**src/rtl/data_mem_ctrl.sv**
```systemverilog
// data_mem_ctrl: load/store controller driving a single-port, word-wide BRAM
// with byte enables. Loads return right-aligned, zero-extended data.
//
// Optional feature macro: DMEM_ALIGN_CHECK_EN
//   defined   - misaligned WORD/DWORD accesses are flagged on fault and
//               suppressed at the BRAM; misaligned loads return 0.
//   undefined - fault is tied low and the offset is forced to alignment.
//
// Handshake: a request is taken in any cycle where busy=0 and
// dispatch_read or dispatch_write is high (write wins if both are high).
// While busy=1 dispatches are ignored, not queued. read_data is valid in the
// first busy=0 cycle after a load and holds until the next load completes.
module data_mem_ctrl #(
    parameter int ADDR_W       = 14,
    parameter int BRAM_LATENCY = 2
) (
    input  logic              clk_in,
    input  logic              rst_in,
    input  logic [31:0]       addr,
    input  logic [1:0]        mem_width,
    input  logic              dispatch_read,
    input  logic              dispatch_write,
    input  logic [31:0]       write_data,
    output logic              busy,
    output logic [31:0]       read_data,
    output logic              fault,
    output logic              bram_en,
    output logic [3:0]        bram_we,
    output logic [ADDR_W-1:0] bram_addr,
    output logic [31:0]       bram_din,
    input  logic [31:0]       bram_dout,
    output logic [1:0]        dbg_state
);

    localparam logic [1:0] W_BYTE = 2'd0;
    localparam logic [1:0] W_WORD = 2'd1;

    // Last WAIT count value before moving to CAPTURE (WAIT lasts BRAM_LATENCY-1 cycles)
    localparam logic [1:0] WAIT_LAST = (BRAM_LATENCY >= 2) ? 2'(BRAM_LATENCY - 2) : 2'd0;

    typedef enum logic [1:0] {
        IDLE    = 2'd0,
        ISSUE   = 2'd1,
        WAIT    = 2'd2,
        CAPTURE = 2'd3
    } state_t;

    state_t      state, state_next;
    logic [1:0]  wait_cnt, wait_cnt_next;

    // Request attributes latched at acceptance
    logic [1:0]  off_q;
    logic [1:0]  width_q;
    logic        is_write_q;
    logic        misaligned_q;

    // Decode of the request currently presented by execute
    logic        accept;
    logic [1:0]  req_off;
    logic        req_misaligned;
    logic [3:0]  req_we;
    logic [31:0] req_din;
    logic [31:0] load_shifted;
    logic [31:0] load_value;

    // High address bits are deliberately ignored so addresses wrap
    logic        unused_addr_bits;
    assign unused_addr_bits = &{1'b0, addr[31:ADDR_W+2]};

    assign accept    = (state == IDLE) && (dispatch_read || dispatch_write);
    assign dbg_state = state;

    // Request decode: offset, alignment, byte enables and lane-replicated data
    always_comb begin
        req_off        = addr[1:0];
        req_misaligned = 1'b0;
        req_we         = 4'hF;
        req_din        = write_data;
`ifdef DMEM_ALIGN_CHECK_EN
        if (mem_width == W_WORD)
            req_misaligned = addr[0];
        else if (mem_width != W_BYTE)
            req_misaligned = (addr[1:0] != 2'b00);
`else
        if (mem_width == W_WORD)
            req_off = addr[1:0] & 2'b10;
        else if (mem_width != W_BYTE)
            req_off = 2'b00;
`endif
        case (mem_width)
            W_BYTE: begin
                req_we  = 4'b0001 << req_off;
                req_din = {4{write_data[7:0]}};
            end
            W_WORD: begin
                req_we  = 4'b0011 << req_off;
                req_din = {2{write_data[15:0]}};
            end
            default: begin
                req_we  = 4'hF;
                req_din = write_data;
            end
        endcase
    end

    // Load result: right-align the addressed lane and zero-extend to width
    always_comb begin
        load_shifted = bram_dout >> {off_q, 3'b000};
        case (width_q)
            W_BYTE:  load_value = {24'd0, load_shifted[7:0]};
            W_WORD:  load_value = {16'd0, load_shifted[15:0]};
            default: load_value = load_shifted;
        endcase
    end

    // Next-state logic
    always_comb begin
        state_next    = state;
        wait_cnt_next = wait_cnt;
        case (state)
            IDLE: begin
                if (accept)
                    state_next = ISSUE;
            end
            ISSUE: begin
                if (is_write_q) begin
                    state_next = IDLE;
                end else if (BRAM_LATENCY <= 1) begin
                    state_next = CAPTURE;
                end else begin
                    state_next    = WAIT;
                    wait_cnt_next = 2'd0;
                end
            end
            WAIT: begin
                if (wait_cnt == WAIT_LAST)
                    state_next = CAPTURE;
                else
                    wait_cnt_next = wait_cnt + 2'd1;
            end
            CAPTURE: begin
                state_next = IDLE;
            end
            default: begin
                state_next = IDLE;
            end
        endcase
    end

    // State register
    always_ff @(posedge clk_in or negedge rst_in) begin
        if (!rst_in) begin
            state    <= IDLE;
            wait_cnt <= 2'd0;
        end else begin
            state    <= state_next;
            wait_cnt <= wait_cnt_next;
        end
    end

    // Registered outputs and request latches; BRAM strobes last only for ISSUE
    always_ff @(posedge clk_in or negedge rst_in) begin
        if (!rst_in) begin
            busy         <= 1'b0;
            read_data    <= 32'd0;
            fault        <= 1'b0;
            bram_en      <= 1'b0;
            bram_we      <= 4'd0;
            bram_addr    <= '0;
            bram_din     <= 32'd0;
            off_q        <= 2'd0;
            width_q      <= 2'd0;
            is_write_q   <= 1'b0;
            misaligned_q <= 1'b0;
        end else begin
            busy    <= (state_next != IDLE);
            bram_en <= 1'b0;
            bram_we <= 4'd0;
            fault   <= 1'b0;
            if (accept) begin
                off_q        <= req_off;
                width_q      <= mem_width;
                is_write_q   <= dispatch_write;
                misaligned_q <= req_misaligned;
                bram_addr    <= addr[ADDR_W+1:2];
                bram_din     <= req_din;
                bram_en      <= !req_misaligned;
                bram_we      <= (dispatch_write && !req_misaligned) ? req_we : 4'd0;
                fault        <= req_misaligned;
            end
            if (state == CAPTURE)
                read_data <= misaligned_q ? 32'd0 : load_value;
        end
    end

endmodule

```
**config.mk**
```make
export PLATFORM = sky130hd
export DESIGN_NAME = data_mem_ctrl
export DESIGN_NICKNAME = d
export VERILOG_FILES = /design/src/rtl/data_mem_ctrl.sv
export SDC_FILE = /design/constraint.sdc
export NUM_CORES = 1
export LEC_CHECK = 0
export CAP_MARGIN = 20
export CORE_MARGIN = 5
export CORE_UTILIZATION = 40
export DETAILED_ROUTE_END_ITERATION = 10
export PLACE_DENSITY = 0.77
export REMOVE_ABC_BUFFERS = 1
export SLEW_MARGIN = 20
export SYNTH_ARGS = -nofsm -noshare
export SYNTH_HDL_FRONTEND = slang
export SYNTH_SLANG_ARGS = --single-unit
```
**constraint.sdc**
```tcl
create_clock -name clk_in -period 1.76 [get_ports clk_in]
set_input_delay 0.264 -clock clk_in [delete_from_list [all_inputs] [get_ports clk_in]]
set_output_delay 0.264 -clock clk_in [all_outputs]
set_load 0.01 [all_outputs]
```
==> results of run 1 <==
metal layers:
metal,wire (um),vias to the layer above,global-route usage (%),part of all wire (%)
met5,0,-,0,0
met4,202,0,6.334,1.6
met3,1307,18,7.664,10
met2,6067,146,33.14,48
met1,5091,1759,23.16,40
li1,-,1638,-,-
logic make-up after synthesis:
logic type	synth area share, %
multiplexers	20.65
buffers and inverters	4.188
adder cells (fa/ha/maj)	0.2868
flip-flops	53.36
AO/OA/AOI/OAI	13.45
AND/OR/NAND/NOR	7.975
other	0.08598
registers in the layout, indices dropped and copies added (netlist names):
signal and count:
bram_addr 14, bram_din 32, bram_en 1, bram_we 4, busy 1, dbg_state 2
is_write_q 1, off_q 2, read_data 32, wait_cnt 2, width_q 2
through the flow:
step	total power [mW]	util [%]	hold slack, ps	area [um^2]	TNS (ps)
2_1_floorplan	6.027	-	-31.59	4200	0
3_3_place_gp	8.844	58.63	224.8	6300	-2985
3_5_place_dp	9.004	58.63	230.4	6300	-3729
4_1_cts	10.42	60.40	375.5	6490	0
5_1_grt	10.94	60.44	404.2	6495	0
6_report	10.29	60.44	390.9	6495	0
cell type report:
class                   count  area, um^2  area share [%]
flip-flops and latches     93        2330           35.87
repair buffers            189        1934           29.78
multi-input cells         234        1854           28.55
well taps                 140       175.2           2.697
clock buffers              12       145.1           2.235
clock inverters             2       35.03          0.5394
inverters                   5       21.27          0.3275
worst max-delay path by stage:
stage | endpoint | slack, ps | depth (start not counted)
floorplan | bram_addr[10] | 20 | 4
global placement | off_q[1] | -180 | 4
detailed placement | bram_din[8] | -230 | 4
CTS | dbg_state[0] | 4 | 1
global route | width_q[1] | 30 | 4
finish | dbg_state[0] | 120 | 1
cells in the final DEF (no fill, tap or decap), types with 8 or more instances in the layout:
| master | instances |
|---|---|
| dfrtp_1 | 91 |
| nand2_1 | 30 |
| buf_4 | 11 |
| o21ai_0 | 55 |
| clkbuf_8 | 10 |
| mux2i_1 | 48 |
| mux2_4 | 19 |
| clkdlybuf4s50_1 | 170 |
| o221ai_1 | 8 |
| mux2_2 | 12 |
| a22o_1 | 9 |
power breakdown:
part	switching (mW)	internal (mW)	leakage (nW)
Sequential	0.558	3.08	1.16
Clock	0.715	0.680	0.0923
Combinational	2.24	3.02	1.52
timing repair:
action                     CTS  global route
setup endpoints to repair    0             7
hold endpoints to repair    29             0
hold buffers                 1             0
gates resized for setup      0             2
==> flow_summary.yaml, run 1 <==
status:
  status: "finished clean"
synth:
  synth_common_cells: "dfrtp_1 (93), o21ai_0 (55), mux2i_1 (48)"
  async_reset_ff_share_pct: 100.0
  synth_seq_cells: 93
  synthTopCellsByArea: "dfrtp_1 (53%), mux2i_1 (11%), mux2_4 (6.5%)"
  synth_enable_flop_cells: 0
  yosysMostFrequentCell: "dfrtp_1"
  seq_area_frac_synth_pct: 53.36
  ys.flop_type: "dfrtp_1"
  synth_cell_types: 41
  yosysWarnings: 0
  netlist_area_um2: 4362
  synth_top_cell_area_share_pct: 53.36
  syn_inst: 355
  synth_area_leader_cell: "dfrtp_1"
  avgSynthCellArea_um2: 12.29
setup_path:
  slowest_delay_ps: 560
  setup.worst_path.end_class: "output pin"
  path_buf_inv: 1
  crit_family: "buffers and inverters"
  timing.rr.end: "bram_din[13]"
  path_class: "reg2out"
  critPathLaunch: "dbg_state[0]"
  rrSetupSlack_ps: 160
  worstPathArrival_ps: 1370
  ff2ff_path_depth: 4
  cp_data_required_time_ps: 1500
  critPathMaxFanout: 8
  r2r_start: "dbg_state[0]"
  path_cells: "clkdlybuf4s50_1"
  crit_slowest_cell: "clkdlybuf4s50_1"
  start_kind: "register"
floorplan:
  core_area_um2: 10750
  die_area_um2: 13090
  start_util_pct: 40.59
  row_count: 38
  ioPinCount: 189
  die_y_um: 114.4
  fp.dieW_um: 114.4
global_route:
  grt_pass1_vias: 3887
  grt.total_usage_pct: 19.71
  grt_pass1_wl_um: 20240
  grt_max_degree: 35
  antenna_found_initial: 0
  grt_overflow_total: 0
place:
  dpl_worst_slack_ps: -232.4
  hpwl_um: 9395
  dp_cells: 660
  routabilityCongestion: 0.8437
  port_buffers: 171
clock_tree:
  cts_buffers: 9
  cts_root_buf: "clkbuf_8"
  worstSkewPairLatency_ps: 360
  cts_tree: "done"
  htree_levels: 3
  clkSlewWorstSetupHoldPaths_ps: 80
  cts_buffer_depth: 2
  post_cts_buffers: 0
  cts_sinks: 93
detailed_routing:
  avgViaCountPerCell: 5.276
  firstDrtPassIters: 5
  postRouteAntennaNets: 0
  first_iter_violations: 206
  drc: 0
  routedWlPerCell_um: 18.77
  vias: 3561
  routed_wl_um: 12670
job:
  maxCapViolCount: 0
timing:
  slew_headroom_pct: 52.42
  fmax_mhz: 610.3
  finClkSkew_ps: 7.513
  final-setup-viol-count: 0
  min_period_ps: 1638
  maxSlewViolCount: 0
  hold_viol: 0
  rsz0062_at_grt: "no"
  finalWorstSetupSlack_ps: 121.6
  tightest_slew_ps: 712.9
  period_share_pct: 93.09
power:
  leakage_nw: 2.766
  ir_drop_mv: 0.8500
  p_per_area_nw_per_um2: 1585
hold_path:
  hp-class: "in2async"
cells_and_area:
  area_growth_pct: 48.91
  fillerInstances: 901
  fin_cells: 675
  diodes: 0
  drive_gt1_share_pct: 13.83
  nets: 635
Note: power is estimated with default switching activity, not from simulation.
==> run 2, diff against run 1 <==
CORE_UTILIZATION = 38   (was 40)
PLACE_DENSITY = 0.76   (was 0.77)
clock period = 1.4 ns   (was 1.76 ns; I/O delays follow)
==> run 2 against run 1 <==
Effect of this change: the run now ends with negative setup slack left; clock power up 71%; wire length up 3.3%; count of clock-buffer cells in the layout down 1; combinational power up 28%; global-route usage down 0.72 points; core utilization up 0.33 points; critical path depth up 5; sequential share of layout area down 2.0 points; first-iteration DRC count up 10%; highest routed layer unchanged.
==> flow_summary.yaml, run 2 (synthesized netlist as in run 1, its figures left out) <==
global_route:
  grt_pass1_vias: 3877
  grt.total_usage_pct: 18.99
  grt_busiest_layer: "met2"
  grtUsageMet1_pct: 24.06
  grt.met3_usage_pct: 5.296
  use_met2_pct: 32.20
  grt_overflow_total: 0
  antenna_found_initial: 0
  grt_max_degree: 35
  grt_pass1_wl_um: 20220
clock_tree:
  worstSkewPairLatency_ps: 330
  cts_root_buf: "clkbuf_16"
  cts_sinks: 93
  cts_tree: "done"
  clkSlewWorstSetupHoldPaths_ps: 60
  htree_levels: 3
  cts_buffer_depth: 2
  cts_buffers: 9
detailed_routing:
  vias: 3673
  postRouteAntennaNets: 0
  avgViaCountPerCell: 5.210
  firstDrtPassIters: 4
  drc: 0
  first_iter_violations: 227
  routed_wl_um: 13090
  routedWlPerCell_um: 18.56
setup_path:
  cp_data_required_time_ps: 1610
  ff2ff_path_depth: 6
  path_cells: "buf_6 -> buf_12 -> or2_4 -> buf_6 -> o21ai_1 -> o21ai_1"
  slowest_delay_ps: 400
  path_buf_inv: 3
  setup.worst_path.end_class: "register"
  timing.rr.end: "off_q[0]"
  rrSetupSlack_ps: -20
  worstPathArrival_ps: 1630
  start_kind: "register"
  r2r_start: "dbg_state[1]"
  path_class: "reg2reg"
  crit_slowest_cell: "dfrtp_2"
  crit_family: "flip-flops"
  critPathMaxFanout: 8
cells_and_area:
  final_cell_mix: "dfrtp_1 (91), dlygate4sd2_1 (85), clkdlybuf4s50_1 (84), mux2i_1 (47), nand2_1 (30)"
  layout_commonest_cell: "dfrtp_1"
  diodes: 0
  nets: 663
  fin_cells: 705
  fillerInstances: 936
  top_regs: "bram_din x32, read_data x32, bram_addr x14"
  area_growth_pct: 57.75
  drive_gt1_share_pct: 20.82
floorplan:
  row_count: 39
  die_area_um2: 13720
  ioPinCount: 189
  die_y_um: 117.1
  fp.dieW_um: 117.1
  start_util_pct: 38.53
  core_area_um2: 11320
place:
  hpwl_um: 9748
  port_buffers: 171
  dpl_worst_slack_ps: -192.5
  dp_cells: 685
  routabilityCongestion: 0.8250
power:
  leakage_nw: 3.227
  ir_drop_mv: 1.060
  p_per_area_nw_per_um2: 1993
status:
  status: "complete, but fails checks"
  violations: "negative setup slack"
timing:
  min_period_ps: 1424
  period_share_pct: 101.7
  fmax_mhz: 702.1
  rsz0062_at_grt: "yes"
  hold_viol: 0
  hold_ws_ps: 374.0
  setup_tns_ps: -27.90
  finClkSkew_ps: 6.956
  final-setup-viol-count: 3
  finalWorstSetupSlack_ps: -24.24
  maxSlewViolCount: 0
hold_path:
  hp-class: "in2async"
job:
  maxCapViolCount: 0
## run 2: where the power goes
group          internal, mW  leakage, nW  switching, mW
sequential             3.88         1.16          0.696
clock                  1.45        0.143          0.938
combinational          3.68         1.93           3.07
## run 2: area by class of cell
| cell class | instances | area [um^2] | area share, % |
|---|---|---|---|
| clock buffer | 11 | 252.7 | 3.673 |
| tap | 143 | 178.9 | 2.600 |
| multi-input combinational | 234 | 1919 | 27.90 |
| timing repair buffer | 217 | 2141 | 31.11 |
| clock inverter | 2 | 35.03 | 0.5092 |
| inverter | 5 | 23.77 | 0.3455 |
| sequential | 93 | 2330 | 33.86 |
## run 2: worst max path at each step
stage | start | depth (start not counted) | endpoint | slack (ps)
6_report | dbg_state[1] | 6 | off_q[0] | -20
5_1_grt | dbg_state[1] | 6 | off_q[0] | -50
4_1_cts | dbg_state[1] | 6 | off_q[1] | -20
3_5_place_dp | dispatch_read | 4 | bram_din[3] | -190
3_3_place_gp | dispatch_read | 5 | bram_din[24] | -180
2_1_floorplan | dbg_state[0] | 4 | bram_addr[10] | -340
## run 2: stage by stage
step	util (%)	total power, mW	instance area [um^2]
finish	60.78	13.71	6880
detailed placement	57.58	11.66	6519
global route	60.78	14.54	6880
floorplan	-	7.577	4200
global placement	57.58	11.50	6519
CTS	59.81	13.57	6771
## run 2: timing repair
| item | in CTS | in global routing |
|---|---|---|
| buffers inserted | 3 | 2 |
| resized for setup | 129 | 24 |
| endpoints found under the setup margin | 110 | 49 |
| cloned | 1 | 1 |
| pin swaps | 1 | 8 |
| hold buffers | 1 | 0 |
| hold endpoints to repair | 24 | 0 |
## run 2: metal layers
| layer | routed length [um] | vias to the layer above | share of wire [%] |
|---|---|---|---|
| met4 | 148 | 0 | 1.1 |
| met5 | 0 | - | 0 |
| li1 | - | 1702 | - |
| met2 | 6491 | 160 | 50 |
| met3 | 1131 | 13 | 8.6 |
| met1 | 5314 | 1798 | 41 |
